<file path="src/rtl/i2c_target_regs.sv">
// i2c_target_regs
//   I2C target presenting four 16-bit registers at a fixed 7-bit address,
//   using an ADS1115-style pointer register. Register 0 holds the latest
//   conversion result (loaded locally, read-only from the bus); registers
//   1..3 are config, low threshold and high threshold (bus writable).
//
// Ports
//   clk, reset    system clock (>= 16x SCL) and synchronous active-high reset
//   scl_i, sda_i  raw bus lines from the pads
//   sda_oe        1 = pull SDA low (open-drain pad)
//   conv_data     new conversion value, loaded into register 0 on conv_valid
//   conv_valid    single-cycle load strobe for conv_data
//   cfg_reg       register 1
//   lo_thresh     register 2
//   hi_thresh     register 3
//   wr_strobe     one-cycle pulse when a 16-bit bus write completes
//   wr_ptr        register index of that write
//   busy          high from an addressed START until STOP
module i2c_target_regs #(
  parameter logic [6:0] ADDR = 7'h48
) (
  input  logic        clk,
  input  logic        reset,
  input  logic        scl_i,
  input  logic        sda_i,
  output logic        sda_oe,
  input  logic [15:0] conv_data,
  input  logic        conv_valid,
  output logic [15:0] cfg_reg,
  output logic [15:0] lo_thresh,
  output logic [15:0] hi_thresh,
  output logic        wr_strobe,
  output logic [1:0]  wr_ptr,
  output logic        busy
);

  typedef enum logic [3:0] {
    S_IDLE, S_ADDR, S_ADDR_ACK, S_PTR, S_PTR_ACK,
    S_WDATA, S_WDATA_ACK, S_RDATA, S_RDATA_ACK, S_IGNORE
  } state_t;

  state_t state, next_state;

  logic scl_s1, scl_s2, scl_d;
  logic sda_s1, sda_s2, sda_d;
  logic scl_rise, scl_fall, start_det, stop_det;

  logic [2:0]  bit_cnt;
  logic        byte_done;
  logic [7:0]  shift;
  logic [7:0]  rx_byte;
  logic [1:0]  ptr;
  logic        half;
  logic [7:0]  shadow;
  logic [15:0] snapshot;
  logic [15:0] reg0;
  logic [15:0] rd_val;
  logic [7:0]  tx_byte;
  logic        master_nack;

  // Synchronizers reset to the idle-bus level so leaving reset never
  // fabricates a START.
  always_ff @(posedge clk) begin
    if (reset) begin
      scl_s1 <= 1'b1; scl_s2 <= 1'b1; scl_d <= 1'b1;
      sda_s1 <= 1'b1; sda_s2 <= 1'b1; sda_d <= 1'b1;
    end else begin
      scl_s1 <= scl_i; scl_s2 <= scl_s1; scl_d <= scl_s2;
      sda_s1 <= sda_i; sda_s2 <= sda_s1; sda_d <= sda_s2;
    end
  end

  assign scl_rise  = scl_s2 & ~scl_d;
  assign scl_fall  = ~scl_s2 & scl_d;
  assign start_det = scl_s2 & scl_d & sda_d & ~sda_s2;
  assign stop_det  = scl_s2 & scl_d & ~sda_d & sda_s2;

  assign rx_byte = {shift[6:0], sda_s2};
  assign tx_byte = half ? snapshot[7:0] : snapshot[15:8];

  always_comb begin
    rd_val = reg0;
    case (ptr)
      2'd1:    rd_val = cfg_reg;
      2'd2:    rd_val = lo_thresh;
      2'd3:    rd_val = hi_thresh;
      default: rd_val = reg0;
    endcase
  end

  always_ff @(posedge clk) begin
    if (reset) state <= S_IDLE;
    else       state <= next_state;
  end

  // Byte states advance on the SCL fall after their 8th bit; ACK states
  // advance on the fall that closes the 9th clock.
  always_comb begin
    next_state = state;
    if (start_det) begin
      next_state = S_ADDR;
    end else if (stop_det) begin
      next_state = S_IDLE;
    end else begin
      case (state)
        S_ADDR:      if (scl_fall && byte_done)
                       next_state = (shift[7:1] == ADDR) ? S_ADDR_ACK : S_IGNORE;
        S_ADDR_ACK:  if (scl_fall) next_state = shift[0] ? S_RDATA : S_PTR;
        S_PTR:       if (scl_fall && byte_done) next_state = S_PTR_ACK;
        S_PTR_ACK:   if (scl_fall) next_state = S_WDATA;
        S_WDATA:     if (scl_fall && byte_done) next_state = S_WDATA_ACK;
        S_WDATA_ACK: if (scl_fall) next_state = S_WDATA;
        S_RDATA:     if (scl_fall && bit_cnt == 3'd0) next_state = S_RDATA_ACK;
        S_RDATA_ACK: if (scl_fall) next_state = master_nack ? S_IGNORE : S_RDATA;
        default:     next_state = state;
      endcase
    end
  end

  // Datapath. Receive states shift on SCL rise; every change of sda_oe
  // happens on an SCL fall so the line only moves while SCL is low.
  // A write commits on the rise that samples the LSB bit.
  always_ff @(posedge clk) begin
    if (reset) begin
      sda_oe      <= 1'b0;
      busy        <= 1'b0;
      wr_strobe   <= 1'b0;
      wr_ptr      <= 2'd0;
      ptr         <= 2'd0;
      half        <= 1'b0;
      shadow      <= 8'h00;
      snapshot    <= 16'h0000;
      shift       <= 8'h00;
      bit_cnt     <= 3'd7;
      byte_done   <= 1'b0;
      master_nack <= 1'b1;
      reg0        <= 16'h0000;
      cfg_reg     <= 16'h8583;
      lo_thresh   <= 16'h8000;
      hi_thresh   <= 16'h7FFF;
    end else begin
      wr_strobe <= 1'b0;
      if (conv_valid) reg0 <= conv_data;

      if (state == S_ADDR_ACK)  busy <= 1'b1;
      else if (state == S_IDLE) busy <= 1'b0;

      if (start_det) begin
        bit_cnt   <= 3'd7;
        byte_done <= 1'b0;
        sda_oe    <= 1'b0;
      end else if (stop_det) begin
        byte_done <= 1'b0;
        sda_oe    <= 1'b0;
      end else begin
        case (state)
          S_ADDR, S_PTR, S_WDATA: begin
            if (scl_rise && !byte_done) begin
              shift <= rx_byte;
              if (bit_cnt == 3'd0) begin
                byte_done <= 1'b1;
                if (state == S_WDATA) begin
                  half <= ~half;
                  if (!half) begin
                    shadow <= rx_byte;
                  end else begin
                    wr_strobe <= 1'b1;
                    wr_ptr    <= ptr;
                    if (ptr == 2'd1) cfg_reg   <= {shadow, rx_byte};
                    if (ptr == 2'd2) lo_thresh <= {shadow, rx_byte};
                    if (ptr == 2'd3) hi_thresh <= {shadow, rx_byte};
                  end
                end
              end else begin
                bit_cnt <= bit_cnt - 3'd1;
              end
            end else if (scl_fall && byte_done) begin
              byte_done <= 1'b0;
              bit_cnt   <= 3'd7;
              if (state == S_PTR) begin
                ptr    <= shift[1:0];
                half   <= 1'b0;
                sda_oe <= 1'b1;
              end else if (state == S_WDATA) begin
                sda_oe <= 1'b1;
              end else begin
                sda_oe <= (shift[7:1] == ADDR);
              end
            end
          end
          S_ADDR_ACK: begin
            if (scl_fall) begin
              if (shift[0]) begin
                snapshot <= rd_val;
                half     <= 1'b0;
                bit_cnt  <= 3'd7;
                sda_oe   <= ~rd_val[15];
              end else begin
                sda_oe <= 1'b0;
              end
            end
          end
          S_PTR_ACK, S_WDATA_ACK: begin
            if (scl_fall) sda_oe <= 1'b0;
          end
          S_RDATA: begin
            if (scl_fall) begin
              if (bit_cnt == 3'd0) begin
                sda_oe <= 1'b0;
              end else begin
                sda_oe  <= ~tx_byte[bit_cnt - 3'd1];
                bit_cnt <= bit_cnt - 3'd1;
              end
            end
          end
          S_RDATA_ACK: begin
            if (scl_rise) begin
              master_nack <= sda_s2;
            end else if (scl_fall) begin
              if (master_nack) begin
                sda_oe <= 1'b0;
              end else begin
                bit_cnt <= 3'd7;
                half    <= ~half;
                // After the LSB byte a fresh snapshot keeps each 16-bit
                // read coherent against concurrent conversion updates.
                if (half) begin
                  snapshot <= rd_val;
                  sda_oe   <= ~rd_val[15];
                end else begin
                  sda_oe <= ~snapshot[7];
                end
              end
            end
          end
          default: ;
        endcase
      end
    end
  end

endmodule

</file>
<file path="config.mk">
export PLATFORM = sky130hd
export DESIGN_NAME = i2c_target_regs
export DESIGN_NICKNAME = d
export VERILOG_FILES = /design/src/rtl/i2c_target_regs.sv
export SDC_FILE = /design/constraint.sdc
export NUM_CORES = 1
export LEC_CHECK = 0
export ABC_AREA = 1
export BUFFER_PORTS_ARGS = -buffer_cell sky130_fd_sc_hd__buf_4
export CAP_MARGIN = 10
export CORE_MARGIN = 1
export CORE_UTILIZATION = 51
export CTS_CLUSTER_DIAMETER = 30
export DETAILED_ROUTE_END_ITERATION = 8
export GPL_ROUTABILITY_DRIVEN = 0
export PLACE_DENSITY = 0.78
export SYNTH_ARGS = -nofsm -noshare
export SYNTH_HDL_FRONTEND = slang
export SYNTH_SLANG_ARGS = --single-unit
</file>
<file path="constraint.sdc">
create_clock -name clk -period 2.5 [get_ports clk]
set_clock_uncertainty 0.15 [all_clocks]
set_input_delay 0.5 -clock clk [delete_from_list [all_inputs] [get_ports clk]]
set_output_delay 0.5 -clock clk [all_outputs]
set_load 0.01 [all_outputs]
</file>
==> run_summary.xml, run 1 <==
<?xml version="1.0" encoding="UTF-8"?>
<metrics>
  <group name="run_status">
    <metric name="status" unit="">completed</metric>
  </group>
  <group name="cells_and_area">
    <metric name="fraction_of_final_layout_cells_with_drive_strength_greater_than_1" unit="">0.232</metric>
    <metric name="antennaDiodeCount" unit="">0</metric>
    <metric name="nNetsFinal" unit="">816</metric>
    <metric name="multi_input_gate_area" unit="µm²">2560</metric>
    <metric name="layout.cell_area.non_filler" unit="µm²">6720</metric>
    <metric name="ff_latch_area" unit="µm²">2380</metric>
    <metric name="fill_cells" unit="">866</metric>
    <metric name="synthToLayoutAreaGrowth" unit="%">22.1</metric>
  </group>
  <group name="clocking">
    <metric name="clk-insertion-delay-late" unit="ns">0.52</metric>
    <metric name="clock_pin_slew_reported_for_the_worst_setup_and_hold_paths_after_clock_tree_synthesis" unit="ns">0.06</metric>
    <metric name="h_tree_depth" unit="">4</metric>
    <metric name="numCtsBuffers" unit="">17</metric>
    <metric name="clock_sinks" unit="">119</metric>
    <metric name="cts_root_buf" unit="">sky130_fd_sc_hd__clkbuf_8</metric>
    <metric name="max-clock-path-buffers" unit="">2</metric>
    <metric name="cts_tree" unit="">built</metric>
  </group>
  <group name="sta">
    <metric name="highest_attainable_clock_frequency" unit="MHz">421</metric>
    <metric name="period_share" unit="">0.949</metric>
    <metric name="timing_worst_slew_pin_value" unit="ns">0.654</metric>
    <metric name="tns" unit="ns">0</metric>
    <metric name="timing.final.max_slew_violations" unit="">0</metric>
    <metric name="finalWorstPathRequiredPeriod" unit="ns">2.37</metric>
    <metric name="finalSetupViolations" unit="">0</metric>
    <metric name="timing_hold_violations_final" unit="">0</metric>
    <metric name="relSlewSlack" unit="">0.563</metric>
  </group>
  <group name="routing">
    <metric name="drtAntennaViolNets" unit="">0</metric>
    <metric name="dr.first_iter.drc_count" unit="">300</metric>
    <metric name="detail_route.vias_per_cell" unit="">5.60</metric>
    <metric name="routed_wire_length_per_instance" unit="µm">16.1</metric>
    <metric name="post_route_drc_violation_count" unit="">0</metric>
    <metric name="detailedRoute.firstPassIterationCount" unit="">5</metric>
    <metric name="detail_route.wirelength" unit="mm">15.2</metric>
    <metric name="dr_total_vias" unit="">5275</metric>
  </group>
  <group name="synth">
    <metric name="synthDominantCellAreaShare" unit="">0.433</metric>
    <metric name="synth.top_cells.by_count" unit="">sky130_fd_sc_hd__nand2_1, sky130_fd_sc_hd__dfxtp_1, sky130_fd_sc_hd__nor2_1</metric>
    <metric name="synth_cells" unit="">722</metric>
    <metric name="avgSynthCellArea" unit="µm²">7.62</metric>
    <metric name="mappedNetlistArea" unit="µm²">5500</metric>
    <metric name="synth.distinct_cells" unit="">38</metric>
    <metric name="synthTopCellsByArea" unit="">sky130_fd_sc_hd__dfxtp_1, sky130_fd_sc_hd__nand2_1, sky130_fd_sc_hd__a21oi_1, sky130_fd_sc_hd__nor2_1, sky130_fd_sc_hd__inv_1</metric>
    <metric name="synth_top_flop_cell" unit="">sky130_fd_sc_hd__dfxtp_1</metric>
    <metric name="async_flop_share" unit="">0</metric>
    <metric name="ys_ff_latch" unit="">119</metric>
    <metric name="synth.yosys.seq_area_share" unit="">0.433</metric>
    <metric name="synth_warnings" unit="">0</metric>
    <metric name="synth_most_common_cell" unit="">sky130_fd_sc_hd__nand2_1</metric>
    <metric name="synth_fp_nets" unit="">745</metric>
    <metric name="yosysTopAreaCell" unit="">sky130_fd_sc_hd__dfxtp_1</metric>
    <metric name="number_of_enable_type_register_cells_in_the_synthesized_netlist" unit="">0</metric>
  </group>
  <group name="placement">
    <metric name="numPortBuffers" unit="">73</metric>
    <metric name="placedInstanceArea" unit="µm²">6060</metric>
    <metric name="place_hpwl" unit="mm">9.97</metric>
  </group>
  <group name="grt">
    <metric name="antenna_found_initial" unit="">0</metric>
    <metric name="grt_pass1_wl" unit="mm">24.0</metric>
    <metric name="grt_pass1_vias" unit="">5021</metric>
    <metric name="grt.total_usage" unit="">0.272</metric>
    <metric name="grt_remaining_overflow" unit="">0</metric>
    <metric name="largest_net_degree_at_the_start_of_global_routing" unit="">52</metric>
  </group>
  <group name="floorplanning">
    <metric name="io_pins" unit="">74</metric>
    <metric name="die-height" unit="µm">106</metric>
    <metric name="placeableCoreArea" unit="µm²">10400</metric>
    <metric name="rows" unit="">37</metric>
    <metric name="initial_utilization" unit="">0.531</metric>
    <metric name="die-area" unit="µm²">11200</metric>
    <metric name="dieWidth" unit="µm">106</metric>
  </group>
  <group name="min_path">
    <metric name="hold_path.class" unit="">input pin to flip-flop</metric>
  </group>
  <group name="power_and_ir_drop">
    <metric name="leakagePower" unit="nW">3.00</metric>
    <metric name="power.switching" unit="W">0.00169</metric>
    <metric name="worst_ir_drop_vdd" unit="mV">0.487</metric>
    <metric name="switching_share" unit="">0.310</metric>
    <metric name="power_report.internal_total" unit="W">0.00375</metric>
    <metric name="combinationalPowerShare" unit="">0.176</metric>
    <metric name="clkPwrFrac" unit="">0.438</metric>
    <metric name="power-per-cell-area" unit="nW/µm²">810</metric>
    <metric name="p_seq_frac" unit="">0.386</metric>
  </group>
  <group name="setup_path">
    <metric name="critPathMostFrequentCell" unit="">sky130_fd_sc_hd__inv_1</metric>
    <metric name="timing.critical_path.arrival" unit="ns">2.65</metric>
    <metric name="wp_data_required" unit="ns">2.78</metric>
    <metric name="worstSetupStartpointType" unit="">flip-flop</metric>
    <metric name="worstSetupEndpointType" unit="">flip-flop</metric>
    <metric name="worstPathCellList" unit="">inv_1 &gt; ha_1 &gt; inv_1 &gt; nor2_4 &gt; nand3_4 &gt; nor2_8 &gt; nand3_2 &gt; a21oi_1</metric>
    <metric name="path_class" unit="">flip-flop to flip-flop</metric>
    <metric name="crit_path_max_fanout" unit="">16</metric>
    <metric name="crit_path_top_delay_cell" unit="">sky130_fd_sc_hd__nand3_2</metric>
    <metric name="crit_path_max_incr_delay" unit="ns">0.39</metric>
  </group>
  <group name="flow_run">
    <metric name="drv_cap" unit="">0</metric>
  </group>
</metrics>
worst paths after layout:
path / depth (start not counted) / endpoint / slack (ns) / startpoint
setup / recovery: 8 / lo_thresh[2]$_SDFFE_PP0P_ / 0.13 / bit_cnt[0]$_SDFFE_PP1P_
hold / removal: 2 / scl_s1$_SDFF_PP1_ / 0.02 / scl_i
setup reg to reg: 8 / lo_thresh[2]$_SDFFE_PP0P_ / 0.13 / bit_cnt[0]$_SDFFE_PP1P_
hold reg to reg: 1 / sda_s2$_SDFF_PP1_ / 0.27 / sda_s1$_SDFF_PP1_
layer usage:
layer,GRT usage,wire [µm]
met1,0.332,6240
met2,0.459,7390
met3,0.0631,1010
met4,0.113,532
met5,0,0
power groups by stage:
stage               logic [W]  registers [W]  clock network, W
floorplan            0.000747        0.00209                 0
global placement     0.000907        0.00212                 0
detailed placement   0.000926        0.00213                 0
CTS                  0.000937        0.00209           0.00239
global route          0.00109        0.00211           0.00250
finish               0.000959        0.00210           0.00238
cell families after synthesis:
family	count (synthesis)	synth area share
AO/OA/AOI/OAI	185	0.211
buffers and inverters	126	0.107
XOR/XNOR	1	0.00159
flip-flops	119	0.433
AND/OR/NAND/NOR	289	0.243
adder cells (fa/ha/maj)	2	0.00455
cell type report:
| cell class | instances | area share |
|---|---|---|
| clock buffer | 17 | 0.0617 |
| clock inverter | 15 | 0.0250 |
| inverter | 92 | 0.0520 |
| multi-input combinational | 479 | 0.382 |
| sequential | 119 | 0.355 |
| tap | 136 | 0.0253 |
| timing repair buffer | 84 | 0.0995 |
per-stage QoR:
stage,power [W],instances,utilization,hold slack [ns],setup WS [ns]
final,0.00544,942,0.648,0.0185,0.127
after floorplan,0.00283,722,-,0.239,0.486
after global routing,0.00571,942,0.648,0.00373,-0.00344
after global placement,0.00303,904,0.584,0.246,0.253
after detailed placement,0.00305,904,0.584,0.248,0.120
after CTS,0.00542,936,0.640,0.00964,0.0708
worst max-delay path, delay by kind of cell, from the launching register on:
kind / cells / cell delay, ns
simple gates: 4 / 0.97
flops: 1 / 0.38
buf+inv: 2 / 0.29
compound gates: 1 / 0.29
fa+ha+maj: 1 / 0.20
repair_timing:
action,4_1_cts,5_1_grt
gates resized for setup,0,2
endpoints found under the setup margin,0,40
hold endpoints to repair,0,0
hold buffers,0,0
buffers inserted,0,4
placed cells by master (no fill, tap or decap), types with 2 or more instances in the layout:
cell	n
sky130_fd_sc_hd__a211oi_2	6
sky130_fd_sc_hd__a211oi_1	7
sky130_fd_sc_hd__nand3_2	3
sky130_fd_sc_hd__buf_4	81
sky130_fd_sc_hd__clkinv_2	3
sky130_fd_sc_hd__inv_1	74
sky130_fd_sc_hd__clkinv_1	3
sky130_fd_sc_hd__nand3_1	36
sky130_fd_sc_hd__buf_12	3
sky130_fd_sc_hd__dfxtp_1	119
sky130_fd_sc_hd__a21oi_1	68
sky130_fd_sc_hd__nand4_2	2
sky130_fd_sc_hd__inv_2	13
sky130_fd_sc_hd__o211ai_2	18
sky130_fd_sc_hd__o221ai_1	2
sky130_fd_sc_hd__inv_6	4
sky130_fd_sc_hd__o211ai_1	9
sky130_fd_sc_hd__o21ai_0	48
sky130_fd_sc_hd__clkbuf_16	16
sky130_fd_sc_hd__o22ai_1	2
sky130_fd_sc_hd__nor2_2	3
sky130_fd_sc_hd__nand4_1	4
sky130_fd_sc_hd__o21ai_1	24
sky130_fd_sc_hd__nand3_4	5
sky130_fd_sc_hd__bufinv_16	2
sky130_fd_sc_hd__nor2_4	4
sky130_fd_sc_hd__nand2_1	136
sky130_fd_sc_hd__clkinv_4	5
sky130_fd_sc_hd__nor3_1	2
sky130_fd_sc_hd__nand2_2	7
sky130_fd_sc_hd__ha_1	2
sky130_fd_sc_hd__nand2_4	2
sky130_fd_sc_hd__or2_2	4
sky130_fd_sc_hd__nor2_8	2
sky130_fd_sc_hd__nor2_1	80
Note: power is estimated with default switching activity, not from simulation.
==> run 2: changes to the inputs <==
Settings changed: CORE_MARGIN 1 to 5, CORE_UTILIZATION 51 to 57, PLACE_DENSITY 0.78 to 0.85, SKIP_CTS_REPAIR_TIMING set to 1.
==> run 2 against run 1 <==
Against the previous run:
- sequential power about the same
- routed wire length increased by 1.2%
- global-route usage decreased by 1.0 points
- critical path depth unchanged
- critical path type unchanged
- critical endpoint is now cfg_reg[2]$_SDFFE_PP0P_
==> run_summary.xml, run 2 (same netlist as run 1, synthesis figures left out) <==
<?xml version="1.0" encoding="UTF-8"?>
<metrics>
  <group name="cells_and_area">
    <metric name="antennaDiodeCount" unit="">0</metric>
    <metric name="final_common_cell" unit="">sky130_fd_sc_hd__nand2_1</metric>
    <metric name="synthToLayoutAreaGrowth" unit="%">20.8</metric>
    <metric name="multi_input_gate_area" unit="µm²">2550</metric>
    <metric name="fill_cells" unit="">670</metric>
    <metric name="layout.cells.most_common_list" unit="">sky130_fd_sc_hd__nand2_1, sky130_fd_sc_hd__dfxtp_1, sky130_fd_sc_hd__nor2_1</metric>
    <metric name="nNetsFinal" unit="">812</metric>
    <metric name="ff_latch_area" unit="µm²">2380</metric>
    <metric name="fraction_of_final_layout_cells_with_drive_strength_greater_than_1" unit="">0.227</metric>
    <metric name="layout.cell_area.non_filler" unit="µm²">6650</metric>
  </group>
  <group name="routing">
    <metric name="met2RoutedLength" unit="mm">7.24</metric>
    <metric name="dr_total_vias" unit="">5304</metric>
    <metric name="dr.first_iter.drc_count" unit="">633</metric>
    <metric name="detail_route.wirelength" unit="mm">15.4</metric>
    <metric name="post_route_drc_violation_count" unit="">0</metric>
    <metric name="met1_length" unit="mm">5.87</metric>
    <metric name="route.top_layer_used" unit="">met4</metric>
    <metric name="met3RoutedLength" unit="mm">1.55</metric>
    <metric name="drtAntennaViolNets" unit="">0</metric>
    <metric name="detailedRoute.firstPassIterationCount" unit="">5</metric>
    <metric name="routed_wire_length_per_instance" unit="µm">16.5</metric>
    <metric name="detail_route.vias_per_cell" unit="">5.70</metric>
  </group>
  <group name="placement">
    <metric name="place_hpwl" unit="mm">10.1</metric>
    <metric name="placedInstanceArea" unit="µm²">6030</metric>
    <metric name="numPortBuffers" unit="">73</metric>
  </group>
  <group name="grt">
    <metric name="grt_pass1_wl" unit="mm">23.9</metric>
    <metric name="grt.total_usage" unit="">0.262</metric>
    <metric name="grt_pass1_vias" unit="">4969</metric>
    <metric name="largest_net_degree_at_the_start_of_global_routing" unit="">90</metric>
    <metric name="antenna_found_initial" unit="">0</metric>
    <metric name="grt_remaining_overflow" unit="">0</metric>
  </group>
  <group name="setup_path">
    <metric name="crit_path_max_incr_delay" unit="ns">0.40</metric>
    <metric name="worstSetupEndpointType" unit="">flip-flop</metric>
    <metric name="worstPathCellList" unit="">inv_1 &gt; ha_1 &gt; inv_1 &gt; nor2_2 &gt; nand3_4 &gt; nor2_8 &gt; nand3_2 &gt; a21oi_1</metric>
    <metric name="timing.critical_path.arrival" unit="ns">2.72</metric>
    <metric name="path_class" unit="">flip-flop to flip-flop</metric>
    <metric name="worstSetupStartpointType" unit="">flip-flop</metric>
    <metric name="critPathMostFrequentCell" unit="">sky130_fd_sc_hd__inv_1</metric>
    <metric name="wp_data_required" unit="ns">2.78</metric>
    <metric name="crit_path_max_fanout" unit="">16</metric>
    <metric name="crit_path_top_delay_cell" unit="">sky130_fd_sc_hd__nand3_2</metric>
  </group>
  <group name="sta">
    <metric name="finalWorstPathRequiredPeriod" unit="ns">2.44</metric>
    <metric name="unrepaired_setup_endpoints_after_global_routing" unit="">yes</metric>
    <metric name="timing.final.max_slew_violations" unit="">0</metric>
    <metric name="finalSetupViolations" unit="">0</metric>
    <metric name="timing_hold_violations_final" unit="">0</metric>
    <metric name="timing_worst_slew_pin_value" unit="ns">0.671</metric>
    <metric name="highest_attainable_clock_frequency" unit="MHz">410</metric>
    <metric name="relSlewSlack" unit="">0.552</metric>
    <metric name="period_share" unit="">0.976</metric>
  </group>
  <group name="power_and_ir_drop">
    <metric name="switching_share" unit="">0.324</metric>
    <metric name="power.switching" unit="W">0.00177</metric>
    <metric name="p_seq_frac" unit="">0.383</metric>
    <metric name="clkPwrFrac" unit="">0.440</metric>
    <metric name="worst_ir_drop_vdd" unit="mV">0.530</metric>
    <metric name="power-per-cell-area" unit="nW/µm²">821</metric>
    <metric name="combinationalPowerShare" unit="">0.177</metric>
    <metric name="leakagePower" unit="nW">2.97</metric>
    <metric name="fin_total_pwr" unit="W">0.00546</metric>
    <metric name="power_report.internal_total" unit="W">0.00369</metric>
  </group>
  <group name="clocking">
    <metric name="max-clock-path-buffers" unit="">2</metric>
    <metric name="cts_tree" unit="">built</metric>
    <metric name="clock_sinks" unit="">119</metric>
    <metric name="clock_pin_slew_reported_for_the_worst_setup_and_hold_paths_after_clock_tree_synthesis" unit="ns">0.06</metric>
    <metric name="h_tree_depth" unit="">4</metric>
    <metric name="numCtsBuffers" unit="">17</metric>
    <metric name="clk-insertion-delay-late" unit="ns">0.52</metric>
    <metric name="cts_root_buf" unit="">sky130_fd_sc_hd__clkbuf_8</metric>
  </group>
  <group name="floorplanning">
    <metric name="placeableCoreArea" unit="µm²">9330</metric>
    <metric name="initial_utilization" unit="">0.590</metric>
    <metric name="rows" unit="">35</metric>
    <metric name="die-area" unit="µm²">11700</metric>
    <metric name="die-height" unit="µm">108</metric>
    <metric name="dieWidth" unit="µm">108</metric>
    <metric name="io_pins" unit="">74</metric>
  </group>
  <group name="run_status">
    <metric name="status" unit="">completed</metric>
  </group>
  <group name="min_path">
    <metric name="hold_path.class" unit="">input pin to flip-flop</metric>
  </group>
  <group name="flow_run">
    <metric name="drv_cap" unit="">0</metric>
  </group>
</metrics>
-- run 2: cell count changes in the layout (fill, tap and decap cells not counted), sizes merged --
cell	previous run	this run
dlygate4sd3	0	1
clkinv	11	8
clkinvlp	1	0
inv	93	98
buf	84	79
bufinv	2	1
-- run 2: through the flow --
step	utilization	hold slack, ns	setup slack (ns)	setup TNS [ns]	std cells
floorplan	-	0.239	0.486	0	722
global placement	0.647	0.241	0.278	0	896
detailed placement	0.647	0.246	0.172	0	896
CTS	0.709	-0.00751	0.0936	0	928
global route	0.713	0.00192	-0.0380	-0.186	931
finish	0.713	0.0105	0.0612	0	931
-- run 2: area by class of cell --
class,count,area share
Timing Repair Buffer,80,0.0926
Multi-Input combinational cell,479,0.384
Tap cell,129,0.0243
Clock inverter,15,0.0260
Clock buffer,17,0.0623
Sequential cell,119,0.358
Inverter,92,0.0525
-- run 2: per-layer routing --
| layer | up-vias | track usage |
|---|---|---|
| li1 | 2519 | - |
| met1 | 2383 | 0.319 |
| met2 | 333 | 0.428 |
| met3 | 69 | 0.0615 |
| met4 | 0 | 0.142 |
| met5 | - | 0 |
-- run 2: worst paths after layout --
kind / to / from / slack (ns) / cells after the start
setup / recovery: cfg_reg[2]$_SDFFE_PP0P_ / bit_cnt[0]$_SDFFE_PP1P_ / 0.06 / 8
hold / removal: scl_s1$_SDFF_PP1_ / scl_i / 0.01 / 2
setup reg to reg: cfg_reg[2]$_SDFFE_PP0P_ / bit_cnt[0]$_SDFFE_PP1P_ / 0.06 / 8
hold reg to reg: scl_s2$_SDFF_PP1_ / scl_s1$_SDFF_PP1_ / 0.26 / 1
-- run 2: critical path: cells and delay by family, from the launching register on --
family	cells	cell delay [ns]
flops	1	0.38
compound gates	1	0.33
fa+ha+maj	1	0.17
buf+inv	2	0.22
simple gates	4	1.08
-- run 2: power groups by stage --
stage | sequential, W | combinational (W) | clock (W)
2_1_floorplan | 0.00209 | 0.000747 | 0
4_1_cts | 0.00208 | 0.000940 | 0.00241
3_5_place_dp | 0.00212 | 0.000928 | 0
3_3_place_gp | 0.00212 | 0.000895 | 0
5_1_grt | 0.00210 | 0.00108 | 0.00252
6_report | 0.00209 | 0.000967 | 0.00240
